File: src/rtl/wb_conbus_pkg.sv
// Shared constants, FSM encoding and width helper for the Wishbone interconnect.
package wb_conbus_pkg;

    localparam int unsigned WB_DW = 32;
    localparam int unsigned WB_SW = 4;

    typedef enum logic {
        IDLE = 1'b0,
        BUSY = 1'b1
    } state_e;

    // Ceiling log2, never less than 1 so single-entry indices keep a real bit.
    function automatic int unsigned clog2_min1(input int unsigned v);
        int unsigned r;
        r = 0;
        while ((64'd1 << r) < 64'(v)) begin
            r = r + 1;
        end
        return (r == 0) ? 1 : r;
    endfunction

endpackage

File: src/rtl/wb_conbus_rr_arbiter.sv
// Round-robin search: first requester after the last winner, wrapping modulo N.
module rr_arbiter
    import wb_conbus_pkg::*;
#(
    parameter int unsigned N     = 2,
    parameter int unsigned IDX_W = clog2_min1(N)
) (
    input  logic [N-1:0]     req_i,
    input  logic [IDX_W-1:0] last_i,
    output logic             valid_o,
    output logic [N-1:0]     grant_oh_o,
    output logic [IDX_W-1:0] grant_idx_o
);

    // Scan last+1 .. last+N; explicit wrap keeps non-power-of-two N correct.
    always_comb begin
        int unsigned cand;
        valid_o     = 1'b0;
        grant_oh_o  = '0;
        grant_idx_o = '0;
        cand        = 0;
        for (int unsigned k = 1; k <= N; k++) begin
            cand = 32'(last_i) + k;
            if (cand >= N) begin
                cand = cand - N;
            end
            if (!valid_o && req_i[IDX_W'(cand)]) begin
                valid_o                   = 1'b1;
                grant_idx_o               = IDX_W'(cand);
                grant_oh_o[IDX_W'(cand)]  = 1'b1;
            end
        end
    end

endmodule

File: src/rtl/wb_conbus_rr.sv
// Multi-master Wishbone interconnect with round-robin arbitration, address
// decode, unmapped-address error and a stall watchdog.
module wb_conbus_rr
    import wb_conbus_pkg::*;
#(
    parameter int unsigned                     NUM_MASTERS = 2,
    parameter int unsigned                     NUM_SLAVES  = 6,
    parameter int unsigned                     S_ADDR_W    = 4,
    parameter logic [NUM_SLAVES*S_ADDR_W-1:0]  S_BASE      = {4'h6, 4'h5, 4'h4, 4'h3, 4'h2, 4'h0},
    parameter int unsigned                     TIMEOUT     = 255
) (
    input  logic                          sys_clk,
    input  logic                          sys_rst,
    input  logic [NUM_MASTERS*WB_DW-1:0]  m_dat_i,
    input  logic [NUM_MASTERS*WB_DW-1:0]  m_adr_i,
    input  logic [NUM_MASTERS*WB_SW-1:0]  m_sel_i,
    input  logic [NUM_MASTERS-1:0]        m_we_i,
    input  logic [NUM_MASTERS-1:0]        m_cyc_i,
    input  logic [NUM_MASTERS-1:0]        m_stb_i,
    output logic [WB_DW-1:0]              m_dat_o,
    output logic [NUM_MASTERS-1:0]        m_ack_o,
    output logic [NUM_MASTERS-1:0]        m_err_o,
    input  logic [NUM_SLAVES*WB_DW-1:0]   s_dat_i,
    input  logic [NUM_SLAVES-1:0]         s_ack_i,
    output logic [WB_DW-1:0]              s_dat_o,
    output logic [WB_DW-1:0]              s_adr_o,
    output logic [WB_SW-1:0]              s_sel_o,
    output logic                          s_we_o,
    output logic [NUM_SLAVES-1:0]         s_cyc_o,
    output logic [NUM_SLAVES-1:0]         s_stb_o
);

    localparam int unsigned GW  = clog2_min1(NUM_MASTERS);
    localparam int unsigned WW  = clog2_min1(TIMEOUT + 1);
    localparam int unsigned SIW = clog2_min1(NUM_SLAVES);

    state_e                 state_q, state_d;
    logic [GW-1:0]          grant_q, grant_d;
    logic [NUM_MASTERS-1:0] grant_oh_q, grant_oh_d;
    logic [GW-1:0]          last_q, last_d;
    logic [WW-1:0]          wdog_q, wdog_d;
    logic                   err_q, err_d;

    logic                   arb_valid;
    logic [NUM_MASTERS-1:0] arb_oh;
    logic [GW-1:0]          arb_idx;

    logic                   busy;
    logic                   g_cyc, g_stb, g_we;
    logic [WB_DW-1:0]       g_adr, g_dat;
    logic [WB_SW-1:0]       g_sel;

    logic                   hit;
    logic [SIW-1:0]         sidx;
    logic [NUM_SLAVES-1:0]  s_oh;
    logic                   slave_ack;

    rr_arbiter #(
        .N     (NUM_MASTERS),
        .IDX_W (GW)
    ) u_arb (
        .req_i       (m_cyc_i),
        .last_i      (last_q),
        .valid_o     (arb_valid),
        .grant_oh_o  (arb_oh),
        .grant_idx_o (arb_idx)
    );

    // Select the granted master's request; everything reads as idle outside BUSY.
    always_comb begin
        busy  = (state_q == BUSY);
        g_cyc = busy & m_cyc_i[grant_q];
        g_stb = busy & m_stb_i[grant_q];
        g_we  = busy & m_we_i[grant_q];
        g_adr = busy ? m_adr_i[32'(grant_q)*WB_DW +: WB_DW] : '0;
        g_dat = busy ? m_dat_i[32'(grant_q)*WB_DW +: WB_DW] : '0;
        g_sel = busy ? m_sel_i[32'(grant_q)*WB_SW +: WB_SW] : '0;
    end

    // Address decode on the top S_ADDR_W bits; lowest matching slot wins.
    always_comb begin
        hit  = 1'b0;
        sidx = '0;
        s_oh = '0;
        for (int unsigned i = 0; i < NUM_SLAVES; i++) begin
            if (!hit && (g_adr[WB_DW-1 -: S_ADDR_W] == S_BASE[i*S_ADDR_W +: S_ADDR_W])) begin
                hit     = 1'b1;
                sidx    = SIW'(i);
                s_oh[i] = 1'b1;
            end
        end
        slave_ack = busy & hit & s_ack_i[sidx];
    end

    // Bus outputs: broadcast request fields, per-slave cyc/stb, grant-gated responses.
    always_comb begin
        s_dat_o = g_dat;
        s_adr_o = g_adr;
        s_sel_o = g_sel;
        s_we_o  = g_we;
        s_cyc_o = {NUM_SLAVES{g_cyc}} & s_oh;
        s_stb_o = {NUM_SLAVES{g_stb}} & s_oh;
        m_dat_o = (busy && hit) ? s_dat_i[32'(sidx)*WB_DW +: WB_DW] : '0;
        m_ack_o = (slave_ack && !err_q) ? grant_oh_q : '0;
        m_err_o = err_q ? grant_oh_q : '0;
    end

    // Next-state: arbitration in IDLE, release/error/watchdog handling in BUSY.
    always_comb begin
        state_d    = state_q;
        grant_d    = grant_q;
        grant_oh_d = grant_oh_q;
        last_d     = last_q;
        wdog_d     = '0;
        err_d      = 1'b0;
        case (state_q)
            IDLE: begin
                if (arb_valid) begin
                    state_d    = BUSY;
                    grant_d    = arb_idx;
                    grant_oh_d = arb_oh;
                    last_d     = arb_idx;
                end
            end
            BUSY: begin
                if (!g_cyc) begin
                    state_d    = IDLE;
                    grant_oh_d = '0;
                end else if (g_stb) begin
                    if (!hit) begin
                        err_d = !err_q;
                    end else if (!slave_ack && (TIMEOUT != 0)) begin
                        if (wdog_q == WW'(TIMEOUT - 1)) begin
                            err_d = 1'b1;
                        end else begin
                            wdog_d = wdog_q + WW'(1);
                        end
                    end
                end
            end
            default: begin
                state_d = IDLE;
            end
        endcase
    end

    // State registers with synchronous reset.
    always_ff @(posedge sys_clk) begin
        if (sys_rst) begin
            state_q    <= IDLE;
            grant_q    <= '0;
            grant_oh_q <= '0;
            last_q     <= GW'(NUM_MASTERS - 1);
            wdog_q     <= '0;
            err_q      <= 1'b0;
        end else begin
            state_q    <= state_d;
            grant_q    <= grant_d;
            grant_oh_q <= grant_oh_d;
            last_q     <= last_d;
            wdog_q     <= wdog_d;
            err_q      <= err_d;
        end
    end

endmodule
File: config.mk
export PLATFORM = sky130hd
export DESIGN_NAME = wb_conbus_rr
export DESIGN_NICKNAME = d
export VERILOG_FILES = /design/src/rtl/wb_conbus_pkg.sv /design/src/rtl/wb_conbus_rr_arbiter.sv /design/src/rtl/wb_conbus_rr.sv
export SDC_FILE = /design/constraint.sdc
export NUM_CORES = 1
export LEC_CHECK = 0
export BUFFER_PORTS_ARGS = -buffer_cell sky130_fd_sc_hd__buf_2
export CAP_MARGIN = 20
export CORE_AREA = 5 5 175 177
export DETAILED_ROUTE_END_ITERATION = 16
export DIE_AREA = 0 0 180 182
export PLACE_DENSITY = 0.47
export SYNTH_ARGS = -nofsm -noshare
export SYNTH_HDL_FRONTEND = slang
export SYNTH_SLANG_ARGS = --single-unit
File: constraint.sdc
create_clock -name sys_clk -period 3.9 [get_ports sys_clk]
set_input_delay 0.78 -clock sys_clk [delete_from_list [all_inputs] [get_ports sys_clk]]
set_output_delay 0.78 -clock sys_clk [all_outputs]
set_load 0.005 [all_outputs]
=== Word-level counts from Yosys, hierarchy flattened ===
Index checks and enable logic that the tools add are counted.

* Bits in registers: 14
* Bits of input ports: 342
* Output and inout bits: 117
* Logic and storage cells: 120

* Add/subtract/negate cells: 5
* Magnitude comparators: 8
* Equal/unequal tests: 8
* Shifts and indexed selects: 4
* Multiplexer cells: 55
* Bitwise logic cells: 12
* Reduce and logical (&&, ||, !) cells: 22

{| class="wikitable"
|+ Operator list
! cell !! count
|-
| 192-bit by 9-bit variable part select with 32-bit output || 1
|-
| 64-bit by 7-bit variable part select with 32-bit output || 2
|-
| 32-bit two-way mux || 3
|-
| 1-bit two-way mux || 36
|-
| 6-bit AND || 2
|-
| 4-bit by 3-bit == test with 1-bit output (second input constant) || 3
|-
| 2-bit two-way mux || 6
|-
| 3-bit two-way mux || 4
|-
| 1-bit logical AND || 10
|-
| 8-bit by 1-bit adder with 8-bit output (second input constant) || 1
|-
| 4-bit by 2-bit == test with 1-bit output (second input constant) || 2
|-
| 8-bit == test (second input constant) || 1
|-
| 8-bit by 4-bit variable part select with 4-bit output || 1
|-
| 1-bit logical NOT || 7
|-
| 7-bit OR reduction || 1
|-
| 1-bit by 2-bit less-than comparator with 1-bit output (second input constant) || 3
|-
| 1-bit AND || 5
|-
| 4-bit logical NOT || 1
|-
| 3-bit by 4-bit less-than comparator with 1-bit output (second input constant) || 1
|-
| 4-bit two-way mux || 1
|-
| 2-bit inequality test (second input constant) || 2
|-
| 1-bit NOT || 4
|-
| 2-bit one-hot mux with 2 select lines || 1
|-
| 2-bit AND reduction || 2
|-
| other kinds (11) || 14
|}

=== Longest topological paths before layout ===
Gate-level depths: netlist of run 1.

* Word-level depth: 24
* Mapped depth: 9
* Mapped depth without buffers: 6

=== Modules after synthesis ===
Synthesis of run 1 repeated with hierarchy kept, for this count alone.

* Cells, all modules: 529
* Area total of the unflattened synthesis: 3,530.9 um^2

{| class="wikitable"
|+ By module, submodules not included
! module !! instances !! cells an instance !! area each (um^2) !! sequential area each (um^2)
|-
| wb_conbus_rr || 1 || 524 || 3,498.4 || 280.3
|-
| rr_arbiter || 1 || 5 || 32.5 || 0.0
|}

=== Least setup slack after synthesis of run 1 ===
No wires, ideal clock.

* Path kind: input -> output
* From: input m_adr_i[63]
* To: output m_dat_o[26]
* Arrival time: 2.280 ns
* Required time: 3.120 ns
* Path slack: 0.840 ns
* Stages on the path: 9
* Buffers on the path: 3
* Cells stage by stage: nand2b_1 -> o22a_1 -> buf_4 -> a21oi_4 -> buf_6 -> buf_6 -> nand2_1 -> a32o_1 -> a311oi_2

* Cells in the longest elaborated chain, start to end: 21
* Elaborated cells on any way between the ends: 32
* Classes of those cells: eq/ne: 5; shift: 2; mux: 13; reduce/logical: 12

{| class="wikitable"
|+ Ends and longest elaborated chain
! what !! RTL line !! source
|-
| start, declared || wb_conbus_rr.sv:15 || <nowiki>input logic [NUM_MASTERS*WB_DW-1:0] m_adr_i,</nowiki>
|-
| 64-bit by 7-bit variable part select with 32-bit output * || wb_conbus_rr.sv:75 || <nowiki>g_adr = busy ? m_adr_i[32'(grant_q)*WB_DW +: WB_DW] : '0;</nowiki>
|-
| 32-bit two-way mux * || wb_conbus_rr.sv:75 ||
|-
| 4-bit logical NOT || wb_conbus_rr.sv:86 || <nowiki>if (!hit && (g_adr[WB_DW-1 -: S_ADDR_W] == S_BASE[i*S_ADDR_W +: S_ADDR_W])) begin</nowiki>
|-
| 1-bit two-way mux || wb_conbus_rr.sv:86 ||
|-
| 1-bit logical NOT || wb_conbus_rr.sv:86 ||
|-
| 1-bit logical AND || wb_conbus_rr.sv:86 ||
|-
| 1-bit two-way mux || wb_conbus_rr.sv:86 ||
|-
| 1-bit logical NOT || wb_conbus_rr.sv:86 ||
|-
| [5 not listed] || -- ||
|-
| 1-bit logical NOT || wb_conbus_rr.sv:86 ||
|-
| 1-bit logical AND || wb_conbus_rr.sv:86 ||
|-
| 1-bit two-way mux || wb_conbus_rr.sv:86 ||
|-
| 1-bit logical NOT || wb_conbus_rr.sv:86 ||
|-
| 1-bit logical AND || wb_conbus_rr.sv:86 ||
|-
| 3-bit two-way mux or 1-bit two-way mux (tied branches) || wb_conbus_rr.sv:86 ||
|-
| 192-bit by 9-bit variable part select with 32-bit output or 1-bit logical AND (tied branches) || wb_conbus_rr.sv:103 || <nowiki>m_dat_o = (busy && hit) ? s_dat_i[32'(sidx)*WB_DW +: WB_DW] : '0;</nowiki>
|-
| 32-bit two-way mux * || wb_conbus_rr.sv:103 ||
|-
| end, declared || wb_conbus_rr.sv:20 || <nowiki>output logic [WB_DW-1:0] m_dat_o,</nowiki>
|}

Mark *: on every way between the ends. The rest lies on a longest branch, timed or not.

=== Final worst setup path of run 1 ===
* From: input m_adr_i[63]
* To: output m_dat_o[29]

The elaborated chain is that of the path after synthesis.

==> flow_summary.toml, run 1 <==
[route]
routed.top_layer = "met4"
dr_wl_met2_mm = 12.1
drc = 0
wirelength_mm = 23.9
wl_per_cell_um = 17.1
via_count = 5887
drtIter0Drc = 208
route.met3.wl_mm = 1.65
firstDrtPassIters = 4
wl_met1_mm = 9.59
via_per_inst = 4.21
postRouteAntennaNets = 0

[yosys]
yosysMostFrequentCell = "nand2_1"
synth_top_cell_by_area = "mux2i_1"
synth_top_area_share = 0.268
synth_area_mm2 = 0.00374
avgSynthCellArea_um2 = 6.87
synth_seq_cells = 14
netlist_top_cells_count = "nand2_1 (135), mux2i_1 (100), nor2_1 (96)"
ys_top_cells_by_area = "mux2i_1 (27%), nand2_1 (14%), nor2_1 (9.6%)"
yosys_warnings = 0
synth_fp_nets = 888
synth-seq-area-share = 0.0750
ys_types = 48
netlist_instances = 544
synthArstFlopShare = 0
synth_edf_count = 0
ys.flop_type = "dfxtp_1"

[worst_setup_path]
worstSetupPathType = "primary input to output port"
path_common_cell = "buf_2"
cp_max_fo = 17
path_cells = "buf_2, nand2b_1, o22a_1, a21o_2, buf_4, nand2_1, a32o_1, a311oi_1, buf_2"
worstPathArrival_ps = 2850
crit_path_max_incr_delay_ps = 460
path_buf_inv = 3
required_ps = 3120
worst_setup_path_start_kind = "primary input"
endpoint_kind = "output port"
crit_path_top_delay_cell = "a21o_2"
crit_family = "compound AO/OA/AOI/OAI gates"

[pwr]
combinationalPowerShare = 0.674
p_sw_uw = 448
seqPwrFrac = 0.138
p_leak_nw = 3.40
cellPowerDensity_mw_per_mm2 = 166
p_sw_frac = 0.396
pwr-share-clk = 0.188
ir_worst_vdd_mv = 0.104
internal_power_uw = 684
report.power.total_mw = 1.13

[layout]
drive_above_1_share = 0.543
syn_to_final_growth_pct = 82.4
final_nets = 1348

[timing]
finClkSkew_ps = 2.68
fmax_mhz = 275
fin_crit_ps = 3630
rsz0062_at_grt = "no"
worst_pin_slew_ps = 912
hold_slack_ps = 487
timing.final.max_slew_violations = 0
hold_violations = 0
post-route-period-util = 0.932
fin_tns_setup_ps = 0
timing.slew.headroom = 0.392
finalSetupViolCount = 0

[die]
rows = 63
initial_core_util = 0.128
die_h_um = 182
die_w_um = 180
io_pins = 459
coreArea_mm2 = 0.0291
die_area_mm2 = 0.0328

[clock_network]
cts_buffers = 3
insertion_delay_ps = 240
cts_root_buf = "clkbuf_16"
path_clk_slew_ps = 50
post-cts-setup-buffers = 0
clock_tree.buffer_depth = 2
numClockSinks = 14
htree_levels = 1
cts_tree = "done"

[global_route]
grtUsageTotal = 0.132
grt_pass1_wl_mm = 34.1
grt_pass1_vias = 5866
grt_overflow = 0
antenna_found_initial = 5
grt_max_degree = 58

[hold_path]
hold_class = "flop to flop"

[placement]
gp_congestion = 0.955
port_buffers = 458
detailed_place_hpwl_mm = 20.9

[flow_run]
drv_cap = 0

[status]
status = "complete, no violations"
registers in the layout, indices dropped and copies added (netlist names):
name        cells
grant_q         1
wdog_q          8
busy            1
grant_oh_q      2
err_q           1
last_q          1
power by group through the flow:
stage               Clock (mW)  Combinational (mW)  Sequential, mW
floorplan                    0               0.380           0.154
global placement             0               0.768           0.159
detailed placement           0               0.772           0.159
CTS                      0.218               0.775           0.156
global route             0.226               0.839           0.156
finish                   0.213               0.763           0.156
worst reg2reg max path: stages (launching register included):
cell and delay (ps):
dfxtp_1 450, nand2_1 250, o22a_1 390, o211a_1 280
o41a_1 340, or2_1 330, a31o_1 240
metrics by stage:
| step | instances | setup WS, ps | utilization | area [µm²] |
|---|---|---|---|---|
| 6_report | 1397 | 265 | 0.234 | 6820 |
| 5_1_grt | 1393 | 65.5 | 0.234 | 6810 |
| 4_1_cts | 1393 | 37.5 | 0.234 | 6800 |
| 3_5_place_dp | 1389 | 44.7 | 0.231 | 6710 |
| 3_3_place_gp | 1389 | 53.4 | 0.231 | 6710 |
| 2_1_floorplan | 544 | 840 | - | 3740 |
logic make-up (layout without fill, tap and decap cells):
group | count (synthesis) | count (layout) | share of synthesized area
buf+inv | 52 | 511 | 0.0690
fa+ha+maj | 2 | 2 | 0.00669
simple gates | 270 | 270 | 0.298
compound gates | 97 | 97 | 0.260
mux | 103 | 103 | 0.277
other cells | 0 | 4 | 0
xor+xnor | 6 | 6 | 0.0141
flops | 14 | 14 | 0.0750
path summary, 6_finish.rpt:
path | slack (ps) | cells past startpoint | startpoint | to
max | 270 | 9 | m_adr_i[63] | m_dat_o[29]
min | 490 | 1 | last_q$_SDFFE_PP1P_ | last_q$_SDFFE_PP1P_
max reg2reg | 1500 | 6 | busy$_SDFF_PP0_ | err_q$_SDFF_PP0_
min reg2reg | 490 | 1 | last_q$_SDFFE_PP1P_ | last_q$_SDFFE_PP1P_
layout make-up:
class | instances | area, µm²
antenna | 4 | 10.0
fill | 3317 | 22300
multi-input combinational | 478 | 3240
tap | 390 | 488
inverter | 5 | 18.8
sequential | 14 | 284
timing repair buffer | 502 | 2690
clock buffer | 4 | 88.8
cell usage in the layout (no fill, tap or decap), drive strengths merged, types with 4 or more instances in the layout:
master	instances
a32o	31
o22ai	6
nand2	135
nor3b	4
a311oi	31
mux2i	100
clkbuf	4
nor3	10
inv	5
xor2	5
a21oi	9
buf	502
nand2b	6
diode	4
nor2	97
nand3	8
dfxtp	14
routing by layer:
| layer | vias to the layer above | track usage |
|---|---|---|
| met5 | - | 0 |
| met4 | 0 | 0.0326 |
| met3 | 26 | 0.0210 |
| met2 | 326 | 0.249 |
| met1 | 2641 | 0.155 |
| li1 | 2894 | - |
repair_timing:
item | 4_1_cts | 5_1_grt
hold buffers | 0 | 0
endpoints found under the setup margin | 0 | 1
gates resized for setup | 0 | 1
No activity file was read; power rests on OpenSTA's default activity.
==> inputs of run 2 (changes only) <==
==> constraint.sdc (replaced) <==
create_clock -name sys_clk -period 3.65 [get_ports sys_clk]
set_input_delay 0.73 -clock sys_clk [delete_from_list [all_inputs] [get_ports sys_clk]]
set_output_delay 0.73 -clock sys_clk [all_outputs]
set_load 0.005 [all_outputs]
==> run 2 against run 1 <==
Sequential share of layout area hardly changed. Design area is 0.72% lower. Final cell count is 1.0% lower. Die area stayed put. Sequential cell count stayed put. Routed wire length is 0.53% higher. Via count is 0.31% lower. Largest power group unchanged. Highest routed layer unchanged.
==> flow_summary.toml, run 2 (same netlist as run 1, synthesis figures left out) <==
[die]
die_h_um = 182
io_pins = 459
rows = 63
coreArea_mm2 = 0.0291
die_area_mm2 = 0.0328
initial_core_util = 0.128
die_w_um = 180

[clock_network]
htree_levels = 1
post-cts-setup-buffers = 0
cts_root_buf = "clkbuf_16"
insertion_delay_ps = 240
cts_tree = "done"
numClockSinks = 14
cts_buffers = 3
path_clk_slew_ps = 50
clock_tree.buffer_depth = 2

[layout]
largest_reg_flops = 8
largest_register = "wdog_q"
top_regs = "wdog_q x8, grant_oh_q x2"
syn_to_final_growth_pct = 81.1
stdcell_count = 1383
drive_above_1_share = 0.541
final_nets = 1337
most-common-layout-cells = "buf_2 (458), nand2_1 (135), mux2i_1 (100)"
final_common_cell = "buf_2"
num-fill-cells = 3316

[placement]
port_buffers = 458
dp_cells = 1377
gp_congestion = 0.946
detailed_place_hpwl_mm = 20.4
place_ws_ps = -152

[status]
status = "complete, no violations"

[pwr]
pwr-share-clk = 0.189
cellPowerDensity_mw_per_mm2 = 178
seqPwrFrac = 0.137
p_leak_nw = 3.35
internal_power_uw = 729
p_sw_uw = 477
ir_worst_vdd_mv = 0.140
combinationalPowerShare = 0.674
p_sw_frac = 0.396

[route]
via_per_inst = 4.24
wirelength_mm = 24.0
postRouteAntennaNets = 0
wl_per_cell_um = 17.4
firstDrtPassIters = 4
drc = 0
drtIter0Drc = 234
via_count = 5869

[hold_path]
hold_class = "flop to flop"

[timing]
finClkSkew_ps = 1.30
fin_tns_setup_ps = 0
fmax_mhz = 286
finalSetupViolCount = 0
fin_ws_ps = 159
hold_violations = 0
post-route-period-util = 0.957
worst_pin_slew_ps = 915
timing.slew.headroom = 0.390
rsz0062_at_grt = "no"
fin_crit_ps = 3490
timing.final.max_slew_violations = 0
hold_slack_ps = 490

[global_route]
grt_pass1_vias = 5918
grt_max_degree = 70
grtUsageTotal = 0.134
grt_overflow = 0
antenna_found_initial = 5
grt_pass1_wl_mm = 34.6

[worst_setup_path]
worst_setup_path_start_kind = "primary input"
cp_max_fo = 7
required_ps = 2920
path_common_cell = "buf_2"
worstPathArrival_ps = 2760
crit_path_top_delay_cell = "o41a_1"
crit_path_max_incr_delay_ps = 350
endpoint_kind = "output port"
path_cells = "buf_2, nand2b_1, o22a_2, o211a_1, o41a_1, or2_1, nor3b_4, buf_2"
worstSetupPathType = "primary input to output port"

[flow_run]
drv_cap = 0
[run 2: changes by cell type in the layout (fill, tap and decap cells not counted), sizes merged]
| cell | previous run | this run |
|---|---|---|
| a21oi | 9 | 10 |
| buf | 502 | 490 |
| diode | 4 | 1 |
[run 2: final cells by class]
class	instances	area [µm²]	area share
Antenna cell	1	2.50	0.000370
Clock buffer	4	88.8	0.0131
Inverter	5	18.8	0.00277
Multi-Input combinational cell	479	3280	0.484
Sequential cell	14	284	0.0420
Tap cell	390	488	0.0721
Timing Repair Buffer	490	2610	0.385
[run 2: final timing paths]
check / endpoint / slack [ps] / depth (start not counted) / start
max: m_ack_o[1] / 160 / 8 / m_adr_i[63]
max reg2reg: err_q$_SDFF_PP0_ / 1300 / 6 / busy$_SDFF_PP0_
min: last_q$_SDFFE_PP1P_ / 490 / 1 / last_q$_SDFFE_PP1P_
min reg2reg: last_q$_SDFFE_PP1P_ / 490 / 1 / last_q$_SDFFE_PP1P_
[run 2: layer usage]
layer  part of all wire  GRT usage  up-vias
li1                   -          -     2874
met1               0.40      0.157     2616
met2               0.51      0.249      349
met3              0.074     0.0232       30
met4              0.020     0.0351        0
met5                  0          0        -
[run 2: power groups by stage]
stage / combinational, mW / sequential, mW / clock (mW)
2_1_floorplan: 0.406 / 0.164 / 0
3_3_place_gp: 0.816 / 0.169 / 0
3_5_place_dp: 0.816 / 0.169 / 0
4_1_cts: 0.820 / 0.166 / 0.235
5_1_grt: 0.894 / 0.167 / 0.241
6_report: 0.813 / 0.166 / 0.228
[run 2: what timing repair did]
action / 4_1_cts / 5_1_grt
resized for setup: 2 / 5
endpoints found under the setup margin: 3 / 17
hold buffers: 0 / 0
hold endpoints to repair: 0 / 0
cloned: 1 / 0
[run 2: worst max-delay path: cells and delay by family]
family	cells	cell delay, ps
compound gates	3	930
simple gates	3	800
buf+inv	2	300
[run 2: through the flow]
stage	total power [mW]	instance area (µm²)	utilization
6_report	1.21	6770	0.233
5_1_grt	1.30	6770	0.233
4_1_cts	1.22	6740	0.232
3_5_place_dp	0.984	6640	0.228
3_3_place_gp	0.984	6640	0.228
2_1_floorplan	0.570	3740	-
==> inputs of run 3 (changes only) <==
--- a/config.mk
+++ b/config.mk
@@ -10,7 +10,8 @@
 export CORE_AREA = 5 5 175 177
 export DETAILED_ROUTE_END_ITERATION = 16
 export DIE_AREA = 0 0 180 182
-export PLACE_DENSITY = 0.47
+export PLACE_DENSITY = 0.38
+export REMOVE_ABC_BUFFERS = 1
 export SYNTH_ARGS = -nofsm -noshare
 export SYNTH_HDL_FRONTEND = slang
 export SYNTH_SLANG_ARGS = --single-unit
==> run 3 against run 2 <==
Fmax down 0.15%. Highest routed layer is now met5. Critical path depth is 1 higher. Non-clock buffer count down 14. Routed wire length rose by 8.3%. Clock skew is 2.2 ps higher. Worst setup slack got worse by 5.1 ps. Total power grew 0.68%. Global-route usage up 1.1 points. Via count fell by 3.0%. Utilization decreased by 0.38 points. Sequential share of layout area grew 0.070 points. Largest cell class unchanged.
==> flow_summary.toml, run 3 (same netlist as run 1, synthesis figures left out) <==
[layout]
num-fill-cells = 3388
drive_above_1_share = 0.531
stdcell_count = 1369
most-common-layout-cells = "buf_2 (458), nand2_1 (134), mux2i_1 (100)"
syn_to_final_growth_pct = 78.1
final_common_cell = "buf_2"
final_nets = 1322
top_regs = "wdog_q x8, grant_oh_q x2"
largest_reg_flops = 8
fin_util = 0.229
multi_input_area_mm2 = 0.00324
seqCellArea_um2 = 284
largest_register = "wdog_q"

[placement]
detailed_place_hpwl_mm = 21.4
port_buffers = 458
place_ws_ps = 173
dp_cells = 1362
gp_congestion = 0.913

[clock_network]
path_clk_slew_ps = 50
cts_buffers = 3
cts_tree = "done"
clock_tree.buffer_depth = 2
insertion_delay_ps = 240
numClockSinks = 14
htree_levels = 1
cts_root_buf = "clkbuf_16"
post-cts-setup-buffers = 0

[die]
io_pins = 459
initial_core_util = 0.128
die_h_um = 182
rows = 63
die_w_um = 180
coreArea_mm2 = 0.0291
die_area_mm2 = 0.0328

[pwr]
internal_power_uw = 719
p_sw_uw = 496
p_leak_nw = 3.29
pwr-share-clk = 0.191
seqPwrFrac = 0.137
combinationalPowerShare = 0.672
ir_worst_vdd_mv = 0.139
cellPowerDensity_mw_per_mm2 = 182
p_sw_frac = 0.408

[worst_setup_path]
worstPathArrival_ps = 2770
rr_endpoint = "err_q$_SDFF_PP0_"
endpoint_kind = "output port"
required_ps = 2920
rrSetupSlack_ps = 1340
cp_max_fo = 38
reg2regPathDepth = 7
r2r_start = "busy$_SDFF_PP0_"
worst_setup_path_start_kind = "primary input"
worstSetupPathType = "primary input to output port"

[global_route]
antenna_found_initial = 3
grt_overflow = 0
grt_max_degree = 71
grtUsageTotal = 0.144
grt_pass1_wl_mm = 37.1
grt_pass1_vias = 5614

[timing]
timing.final.max_slew_violations = 0
hold_violations = 0
worst_pin_slew_ps = 867
rsz0062_at_grt = "no"
hold_slack_ps = 496
fin_ws_ps = 153
fin_crit_ps = 3500
fmax_mhz = 286
post-route-period-util = 0.958
finClkSkew_ps = 3.55
timing.slew.headroom = 0.422
finalSetupViolCount = 0

[route]
drtIter0Drc = 286
drc = 0
via_per_inst = 4.16
wl_per_cell_um = 19.0
firstDrtPassIters = 5
postRouteAntennaNets = 0
wirelength_mm = 26.0
via_count = 5693

[flow_run]
drv_cap = 0

[hold_path]
hp-start = "wdog_q[0]$_SDFF_PP0_"
worstHoldPathCells = 1
hold_class = "flop to flop"
holdPathEnd = "wdog_q[0]$_SDFF_PP0_"

[status]
status = "complete, no violations"
## run 3: power by group through the flow
stage	Clock, mW	Combinational (mW)	Sequential [mW]
after floorplan	0	0.373	0.187
after global placement	0	0.819	0.169
after detailed placement	0	0.820	0.169
after CTS	0.238	0.824	0.166
after global routing	0.245	0.900	0.167
final	0.232	0.816	0.166
## run 3: critical path: stages
cell	delay, ps
buf_2	120
nor3b_2	290
o211ai_2	190
a21oi_4	330
buf_12	270
nand2_1	80
a32o_1	250
a311oi_2	300
buf_2	170
## run 3: final cells by class
class                   instances  share of cell area
flip-flops and latches         14              0.0427
inverters                       5             0.00282
well taps                     390              0.0733
multi-input cells             478               0.487
clock buffers                   4              0.0133
repair buffers                476               0.380
diodes                          2            0.000752
## run 3: through the flow
step	instance area (µm²)	TNS (ps)	power, mW
2_1_floorplan	3500	-125980	0.560
3_3_place_gp	6540	0	0.988
3_5_place_dp	6540	0	0.989
4_1_cts	6620	0	1.23
5_1_grt	6660	0	1.31
6_report	6660	0	1.21
## run 3: worst max-delay path by stage
stage	start	end	cells after the start
after CTS	busy$_SDFF_PP0_	m_dat_o[20]	8
after detailed placement	m_adr_i[62]	m_dat_o[20]	9
after global placement	m_adr_i[62]	m_dat_o[20]	9
after floorplan	grant_q$_SDFFE_PP0P_	m_dat_o[0]	6
after global routing	m_adr_i[62]	m_dat_o[25]	9
final	m_adr_i[62]	m_dat_o[25]	9
## run 3: what timing repair did
action	4_1_cts	5_1_grt
endpoints found under the setup margin	0	6
hold buffers	0	0
gates resized for setup	0	1
## run 3: metal layers
metal | up-vias | global-route usage | share of wire
met5 | - | 0 | 0.00077
met4 | 2 | 0.0216 | 0.0076
met1 | 2625 | 0.197 | 0.45
li1 | 2840 | - | -
met3 | 18 | 0.0310 | 0.060
met2 | 208 | 0.238 | 0.49
